## src/rtl/mips_isa_pkg.sv

```systemverilog
// MIPS encoding constants and shared enums for the instruction loader and control unit.
package mips_isa_pkg;

  localparam logic [5:0] OP_RTYPE = 6'd0;
  localparam logic [5:0] OP_LW    = 6'd35;
  localparam logic [5:0] OP_SW    = 6'd43;
  localparam logic [5:0] OP_BEQ   = 6'd4;
  localparam logic [5:0] OP_ADDI  = 6'd8;
  localparam logic [5:0] OP_J     = 6'd2;

  localparam logic [5:0] FUNCT_ADD = 6'h20;
  localparam logic [5:0] FUNCT_SUB = 6'h22;
  localparam logic [5:0] FUNCT_AND = 6'h24;
  localparam logic [5:0] FUNCT_OR  = 6'h25;
  localparam logic [5:0] FUNCT_SLT = 6'h2A;

  typedef enum logic [2:0] {
    KIND_RTYPE = 3'd0,
    KIND_LW    = 3'd1,
    KIND_SW    = 3'd2,
    KIND_BEQ   = 3'd3,
    KIND_ADDI  = 3'd4,
    KIND_J     = 3'd5
  } kind_e;

  typedef enum logic [2:0] {
    ALU_ADD = 3'd0,
    ALU_SUB = 3'd1,
    ALU_AND = 3'd2,
    ALU_OR  = 3'd3,
    ALU_SLT = 3'd4
  } alu_sel_e;

  typedef enum logic [1:0] {
    ST_IDLE = 2'd0,
    ST_LOAD = 2'd1,
    ST_DONE = 2'd2
  } state_e;

endpackage

```

## src/rtl/mips_instr_encode.sv

```systemverilog
// Combinational packer: instruction fields to a 32-bit MIPS word plus a legality flag.
module mips_instr_encode
  import mips_isa_pkg::*;
(
  input  logic [2:0]  kind,
  input  logic [2:0]  alu_sel,
  input  logic [4:0]  rs,
  input  logic [4:0]  rt,
  input  logic [4:0]  rd,
  input  logic [15:0] imm,
  input  logic [25:0] target,
  output logic [31:0] word,
  output logic        legal
);

  logic [5:0] funct;

  always_comb begin
    funct = '0;
    legal = 1'b1;
    word  = '0;
    case (kind_e'(kind))
      KIND_RTYPE: begin
        case (alu_sel_e'(alu_sel))
          ALU_ADD: funct = FUNCT_ADD;
          ALU_SUB: funct = FUNCT_SUB;
          ALU_AND: funct = FUNCT_AND;
          ALU_OR:  funct = FUNCT_OR;
          ALU_SLT: funct = FUNCT_SLT;
          default: legal = 1'b0;
        endcase
        word = {OP_RTYPE, rs, rt, rd, 5'd0, funct};
      end
      KIND_LW:   word = {OP_LW, rs, rt, imm};
      KIND_SW:   word = {OP_SW, rs, rt, imm};
      KIND_BEQ:  word = {OP_BEQ, rs, rt, imm};
      KIND_ADDI: word = {OP_ADDI, rs, rt, imm};
      KIND_J:    word = {OP_J, target};
      default:   legal = 1'b0;
    endcase
  end

endmodule

```

## src/rtl/instr_mem_loader.sv

```systemverilog
// Streams encoded MIPS words into consecutive instruction-memory addresses.
// Optional LOADER_CHECKSUM_EN adds a running XOR of all words written this session.
//
//   state   | meaning
//   ST_IDLE | after reset, waiting for start
//   ST_LOAD | accepting fields, writing one word per legal handshake
//   ST_DONE | session complete (full or finished), waiting for start
module instr_mem_loader
  import mips_isa_pkg::*;
#(
  parameter int ADDR_W    = 8,
  parameter int DEPTH     = 256,
  parameter int BASE_ADDR = 0
) (
  input  logic              clk,
  input  logic              rst_n,
  input  logic              start,
  input  logic              finish,
  input  logic              in_valid,
  output logic              in_ready,
  input  logic [2:0]        kind,
  input  logic [2:0]        alu_sel,
  input  logic [4:0]        rs,
  input  logic [4:0]        rt,
  input  logic [4:0]        rd,
  input  logic [15:0]       imm,
  input  logic [25:0]       target,
  output logic              imem_we,
  output logic [ADDR_W-1:0] imem_addr,
  output logic [31:0]       imem_wdata,
  output logic [ADDR_W:0]   words_loaded,
  output logic              done,
  output logic              err_illegal
`ifdef LOADER_CHECKSUM_EN
  ,
  output logic [31:0]       checksum
`endif
);

  localparam logic [ADDR_W-1:0] BASE     = ADDR_W'(BASE_ADDR);
  localparam logic [ADDR_W:0]   LAST_IDX = (ADDR_W+1)'(DEPTH - 1);

  state_e      state, state_nxt;
  logic [31:0] word;
  logic        legal;
  logic        fire;
  logic        wr;
  logic        restart;

  mips_instr_encode u_encode (
    .kind    (kind),
    .alu_sel (alu_sel),
    .rs      (rs),
    .rt      (rt),
    .rd      (rd),
    .imm     (imm),
    .target  (target),
    .word    (word),
    .legal   (legal)
  );

  assign fire    = in_valid & in_ready;
  assign wr      = fire & legal;
  assign restart = start & (state != ST_LOAD);

  always_comb begin
    state_nxt = state;
    in_ready  = 1'b0;
    done      = 1'b0;
    case (state)
      ST_IDLE: if (start) state_nxt = ST_LOAD;
      ST_LOAD: begin
        in_ready = 1'b1;
        // a coincident legal handshake is still written on the finishing edge
        if (finish || (wr && (words_loaded == LAST_IDX))) state_nxt = ST_DONE;
      end
      ST_DONE: begin
        done = 1'b1;
        if (start) state_nxt = ST_LOAD;
      end
      default: state_nxt = ST_IDLE;
    endcase
  end

  always_ff @(posedge clk) begin
    if (!rst_n) state <= ST_IDLE;
    else        state <= state_nxt;
  end

  always_ff @(posedge clk) begin
    if (!rst_n) begin
      imem_we      <= 1'b0;
      imem_addr    <= '0;
      imem_wdata   <= '0;
      words_loaded <= '0;
      err_illegal  <= 1'b0;
    end else begin
      imem_we <= wr;
      if (wr) begin
        imem_addr    <= BASE + words_loaded[ADDR_W-1:0];
        imem_wdata   <= word;
        words_loaded <= words_loaded + 1'b1;
      end
      if (fire && !legal) err_illegal <= 1'b1;
      if (restart) begin
        words_loaded <= '0;
        err_illegal  <= 1'b0;
      end
    end
  end

`ifdef LOADER_CHECKSUM_EN
  always_ff @(posedge clk) begin
    if (!rst_n)       checksum <= '0;
    else if (restart) checksum <= '0;
    else if (wr)      checksum <= checksum ^ word;
  end
`endif

endmodule
```

## config.mk

```make
export PLATFORM = sky130hd
export DESIGN_NAME = instr_mem_loader
export DESIGN_NICKNAME = d
export VERILOG_FILES = /design/src/rtl/mips_isa_pkg.sv /design/src/rtl/mips_instr_encode.sv /design/src/rtl/instr_mem_loader.sv
export SDC_FILE = /design/constraint.sdc
export NUM_CORES = 1
export LEC_CHECK = 0
export ABC_AREA = 1
export CAP_MARGIN = 10
export CORE_AREA = 2 2 90 92
export DETAILED_ROUTE_END_ITERATION = 7
export DIE_AREA = 0 0 92 94
export GPL_TIMING_DRIVEN = 1
export PLACE_DENSITY = 0.8
export SYNTH_ARGS = -nofsm -noshare
export SYNTH_HDL_FRONTEND = slang
export SYNTH_HIERARCHICAL = 1
export SYNTH_SLANG_ARGS = --single-unit
```

## constraint.sdc

```tcl
create_clock -name clk -period 3.9 [get_ports clk]
set_input_delay 0.585 -clock clk [delete_from_list [all_inputs] [get_ports clk]]
set_output_delay 0.585 -clock clk [all_outputs]
set_load 0.03 [all_outputs]
```

==> out/qor_table.md, run 1 <==
| Quantity | This run |
|:---|:---|
| Netlist Area Pre-Place | 2610 µm² |
| Type of the tightest min-delay check | register to register |
| Launch point of the worst hold path | imem_wdata[9] |
| Switching power of the nets | 305 µW |
| Worst-margin pin slew | 690 ps |
| Area overhead of the layout relative to synthesis | 49.9% |
| Die Y | 94 µm |
| Wire length of the first global-routing pass | 12.2 mm |
| Unrepaired setup endpoints after global routing | no |
| Startpoint Class | primary input |
| Drt pass-1 iters | 4 |
| Fin crit share | 75.4% |
| H-tree levels | 2 |
| CTS tree | yes |
| Residual antenna-violating net count after detailed routing | 0 |
| Relative contribution of sequential cells to total power | 51.2% |
| Reported max-cap violation count | 0 |
| Count of standard-cell rows | 32 |
| CTS Buf Count | 5 |
| Internal portion of total power | 782 µW |
| Total number of vias | 2,809 |
| Clock sink count | 53 |
| Routed Wire Length | 7.51 mm |
| Critical-path maximum fanout | 55 |
| Source of the worst register-to-register timing path | words_loaded[0] |
| Fin crit period | 2940 ps |
| Buffers on Ports | 120 |
| Netlist cell types | 32 |
| Synthesized area per cell | 6.78 µm² |
| Core Region | 7610 µm² |
| Drt via density | 4.71 |
| Maximum clock skew at final layout | 6.09 ps |
| Hold Path End | imem_wdata[9] |
| Gate count after technology mapping | 385 |
| Area enclosed by the die boundary | 8650 µm² |
| Post-CTS Resized | 0 |
| HPWL after detailed placement | 5.48 mm |
| Cells on worst reg2reg path | 9 |
| Relative max-transition margin | 53.9% |
| Maximum achievable frequency | 340 MHz |
| Share of total power in combinational logic | 18.8% |
| Final number of hold-violating endpoints | 0 |
| Insertion delay to the later sink of the worst-skew pair | 310 ps |
| Setup slack of the worst register-to-register path | 2090 ps |
| Routed length per placed instance | 12.6 µm |
| Number of nets in the finished design | 564 |
| Setup violation total in the final timing report | 0 |
| Signal arrival time at the worst endpoint | 3120 ps |
| Clk buf depth | 2 |
| Flop and latch count out of synthesis | 53 |
| I/O pin total | 121 |
| Starting Density | 34.3% |
| Buffer count from post-CTS setup fixing | 0 |
| Iteration-0 DRC count of the detailed router | 190 |
| Setup CP Type | primary input to register |
| Cell area after layout | 3910 µm² |
| End of the worst register-to-register path | state[1] |
| DRC | 0 |
| Overall fraction of global-route tracks in use | 17.5% |
| Cell area power density | 278 nW/µm² |
| Part of the Yosys area used for sequential elements | 40.7% |
| GP Congestion | 0.810 |
| Initial antenna violation count | 0 |
| WP data required | 4090 ps |
| Critical Path Sink Type | register |
| Outcome | complete, no violations |
| Switching part of the total power | 28.1% |
| Fraction of power consumed by the clock network | 30.0% |
| Static leakage | 0.00146 µW |
| Peak supply drop | 0.139 mV |
| Total congestion overflow after global routing | 0 |
| Post-Route Setup TNS | 0 ps |
| Number of buffers inserted by hold repair at cts | 0 |
| Number of diodes | 0 |
| Worst Hold Depth | 2 |
| Vias in the first global route | 2,688 |
| Width of the chip | 92 µm |
| Count of warnings emitted by yosys | 6 |
| Commonest non-fill, non-tap cells in the layout | nand2_1, clkdlybuf4s50_1, a21oi_1, dfxtp_1 |
| Layout cell share with drive strength beyond 1 | 6.26% |
| Net Count, Synth | 455 |
| Largest net degree at the start of global routing | 56 |
| Root Buffer | clkbuf_8 |
| Cell area after placement | 3810 µm² |
| Max-slew violation total from the final report | 0 |
| Clock transition at the registers of the reported paths | 100 ps |
| Leading cell type in the layout, fill and taps excluded | nand2_1 |
## flip-flops by register name, summed over array words and instances (netlist names)
name          count
err_illegal       1
imem_addr         8
imem_wdata       32
imem_we           1
state             2
words_loaded      9
## worst max-delay path, cell delays in order
cell and delay (ps):
clkdlybuf4s50_1 550, inv_1 220, nand2_1 210, inv_2 100, nand2_1 120, nand4_1 200
nand3_4 150, clkinv_2 540, o21ai_0 380, a21oi_1 60
## through the flow
| stage | power (µW) | std cells | util (%) | setup WS, ps | hold slack (ps) |
|---|---|---|---|---|---|
| global placement | 771 | 589 | 50.1 | 727 | 452 |
| floorplan | 672 | 385 | - | 2090 | 526 |
| detailed placement | 774 | 589 | 50.1 | 563 | 457 |
| global route | 1140 | 597 | 51.4 | 597 | 489 |
| CTS | 1100 | 597 | 51.4 | 898 | 471 |
| finish | 1090 | 597 | 51.4 | 960 | 471 |
## synth_stat cells, drive strengths merged
library cell | instances | area (µm²)
a21oi | 53 | 265
a31oi | 1 | 6.26
and3 | 1 | 6.26
buf | 11 | 104
clkbuf | 9 | 33.8
clkinv | 2 | 8.75
conb | 1 | 3.75
dfxtp | 53 | 1060
ha | 2 | 25.0
inv | 18 | 70.1
nand2 | 174 | 681
nand3 | 22 | 148
nand3b | 1 | 7.51
nand4 | 2 | 12.5
nor2 | 16 | 70.1
nor3 | 1 | 5.00
o21ai | 16 | 83.8
xnor2 | 1 | 8.76
xor2 | 1 | 8.76
## cell type report
class                   count  area, µm²
fillers                   752       3700
multi-input cells         292       1330
repair buffers            122       1220
flip-flops and latches     53       1060
well taps                 102        128
inverters                  20       78.8
clock buffers               5       68.8
clock inverters             3       26.3
## metal layers
metal / part of all wire [%] / GRT usage [%] / vias up / wire length (µm)
li1: - / - / 1443 / -
met1: 43 / 20.2 / 1257 / 3210
met2: 47 / 30.4 / 98 / 3550
met3: 8.6 / 6.26 / 11 / 643
met4: 1.5 / 5.22 / 0 / 114
met5: 0 / 0 / - / 0
## power by group through the flow
stage          registers (µW)  logic [µW]  clock network, µW
6_report                  557         205                326
2_1_floorplan             585        86.3                  0
3_5_place_dp              569         205                  0
3_3_place_gp              569         202                  0
4_1_cts                   557         206                335
5_1_grt                   558         225                356
## worst max-delay path by stage
stage	startpoint	endpoint	slack [ps]
after floorplan	kind[1]	words_loaded[6]	2090
after global placement	kind[2]	words_loaded[8]	730
after detailed placement	kind[2]	imem_addr[7]	560
after CTS	kind[2]	imem_addr[7]	900
after global routing	kind[2]	imem_addr[7]	600
final	kind[2]	words_loaded[0]	960
## cell families (layout without fill, tap and decap cells)
group | after synthesis | count (layout) | synth area share (%)
AOI/OAI and AO/OA | 70 | 70 | 13.6
buffers and inverters | 40 | 150 | 8.30
other | 1 | 1 | 0.144
DFF | 53 | 53 | 40.7
xor gates and xnor gates | 2 | 2 | 0.672
and+or+nand+nor | 217 | 217 | 35.6
adders and majority gates | 2 | 2 | 0.959
No activity file was read; power rests on OpenSTA's default activity.
==> run 2, diff against run 1 <==
- PLACE_DENSITY: 0.8 -> 0.83
- clock period: 3.9 -> 2.68 ns (I/O delays scaled with it)
==> out/qor_table.md, run 2 (synthesis gave the netlist of run 1 again) <==
| Quantity | This run |
|:---|:---|
| Number of nets in the finished design | 569 |
| Startpoint Class | primary input |
| I/O pin total | 121 |
| WP data required | 2860 ps |
| Post-Route Setup TNS | 0 ps |
| Count of standard-cell rows | 32 |
| Core Region | 7610 µm² |
| Cell area power density | 395 nW/µm² |
| Critical Path Sink Type | register |
| Total congestion overflow after global routing | 0 |
| Launch point of the worst hold path | imem_wdata[14] |
| Final number of hold-violating endpoints | 0 |
| List of cells traversed by the critical path | clkdlybuf4s50_1 > nor2_2 > nand2_1 > inv_2 > nand2_1 > nand4_1 > nand3_4 > clkinv_2 > buf_12 > o21ai_0 > a21oi_1 |
| Commonest non-fill, non-tap cells in the layout | nand2_1, clkdlybuf4s50_1, a21oi_1, dfxtp_1 |
| Residual antenna-violating net count after detailed routing | 0 |
| Clock sink count | 53 |
| Fin crit period | 2130 ps |
| Largest net degree at the start of global routing | 56 |
| Maximum achievable frequency | 470 MHz |
| Number of diodes | 0 |
| Buffer count from post-CTS setup fixing | 0 |
| Standard cell with the maximum stage delay on the critical path | clkdlybuf4s50_1 |
| Area overhead of the layout relative to synthesis | 51.5% |
| Buffering stage count on the worst path with inverters included | 4 |
| Maximum clock skew at final layout | 4.77 ps |
| GP Congestion | 0.809 |
| Peak supply drop | 0.196 mV |
| Number of buffers inserted by hold repair at cts | 0 |
| Routed Wire Length | 7.55 mm |
| Largest regs | imem_wdata: 32 flops, words_loaded: 9 flops, imem_addr: 8 flops |
| Insertion delay to the later sink of the worst-skew pair | 300 ps |
| Type of the tightest min-delay check | register to register |
| Buffers on Ports | 120 |
| Met3 usage | 5.06% |
| Reported max-cap violation count | 0 |
| Worst setup slack after placement | 258 ps |
| Routed length per placed instance | 12.5 µm |
| Clk buf depth | 2 |
| Unrepaired setup endpoints after global routing | no |
| Setup slack of the critical path after layout | 551 ps |
| Max-slew violation total from the final report | 0 |
| Iteration-0 DRC count of the detailed router | 112 |
| Initial antenna violation count | 0 |
| Clock transition at the registers of the reported paths | 90 ps |
| Layer with the highest usage | met2 |
| Starting Density | 34.3% |
| Root Buffer | clkbuf_8 |
| Largest delay share family, worst path | buffers and inverters |
| Static leakage | 0.00148 µW |
| Leading cell type in the layout, fill and taps excluded | nand2_1 |
| Source of the worst register-to-register timing path | words_loaded[0] |
| CTS Buf Count | 5 |
| Placed insts | 594 |
| Met2 demand-to-capacity share in global routing | 30.8% |
| Layout cell share with drive strength beyond 1 | 7.00% |
| Total number of vias | 2,804 |
| Wire length of the first global-routing pass | 11.9 mm |
| Top cell by count, worst path | nand2_1 |
| Fin crit share | 79.4% |
| Width of the chip | 92 µm |
| Setup violation total in the final timing report | 0 |
| Fin util | 52.0% |
| Outcome | complete, no violations |
| Die Y | 94 µm |
| Largest stage delay, worst path | 630 ps |
| Setup crit start | kind[0] |
| Register with the most flip-flops | imem_wdata |
| Number of flip-flops under the largest register name | 32 |
| Signal arrival time at the worst endpoint | 2310 ps |
| Critical-path maximum fanout | 55 |
| Finished Layout Cells | 602 |
| Drt via density | 4.66 |
| Overall fraction of global-route tracks in use | 17.2% |
| Vias in the first global route | 2,611 |
| Drt pass-1 iters | 4 |
| HPWL after detailed placement | 5.71 mm |
| Setup CP Type | primary input to register |
| CTS tree | yes |
| Met1 Use GR | 20.1% |
| Post-CTS Resized | 0 |
| DRC | 0 |
| H-tree levels | 2 |
| Area enclosed by the die boundary | 8650 µm² |
## run 2: tightest hold or removal path: stages (launching register included)
cell and delay (ps):
dfxtp_1 320, nand2_1 60, a21oi_1 50
## run 2: layer usage
layer	vias up	share of wire, %
met5	-	0
met4	0	1.3
met3	8	7.5
met2	90	49
met1	1255	42
li1	1451	-
## run 2: report_power, final
part           internal [µW]  switching (µW)
combinational            152             152
clock                    185             261
sequential               802            8.61
## run 2: cell type report
class / instances / area [µm²]
fillers: 730 / 3650
multi-input cells: 292 / 1330
repair buffers: 127 / 1270
flip-flops and latches: 53 / 1060
well taps: 102 / 128
inverters: 20 / 78.8
clock buffers: 6 / 72.6
clock inverters: 2 / 15.0
## run 2: final timing paths
| check | endpoint | slack, ps | cells after the start |
|---|---|---|---|
| max | words_loaded[0] | 550 | 11 |
| min reg2reg | imem_wdata[14] | 470 | 2 |
| max reg2reg | state[1] | 870 | 9 |
| min | imem_wdata[14] | 470 | 2 |
## run 2: metrics by stage
| stage | power (µW) | cell area (µm²) | hold slack, ps |
|---|---|---|---|
| floorplan | 978 | 2610 | 526 |
| global placement | 1130 | 3860 | 452 |
| detailed placement | 1130 | 3860 | 454 |
| CTS | 1580 | 3950 | 469 |
| global route | 1640 | 3950 | 490 |
| finish | 1560 | 3950 | 470 |
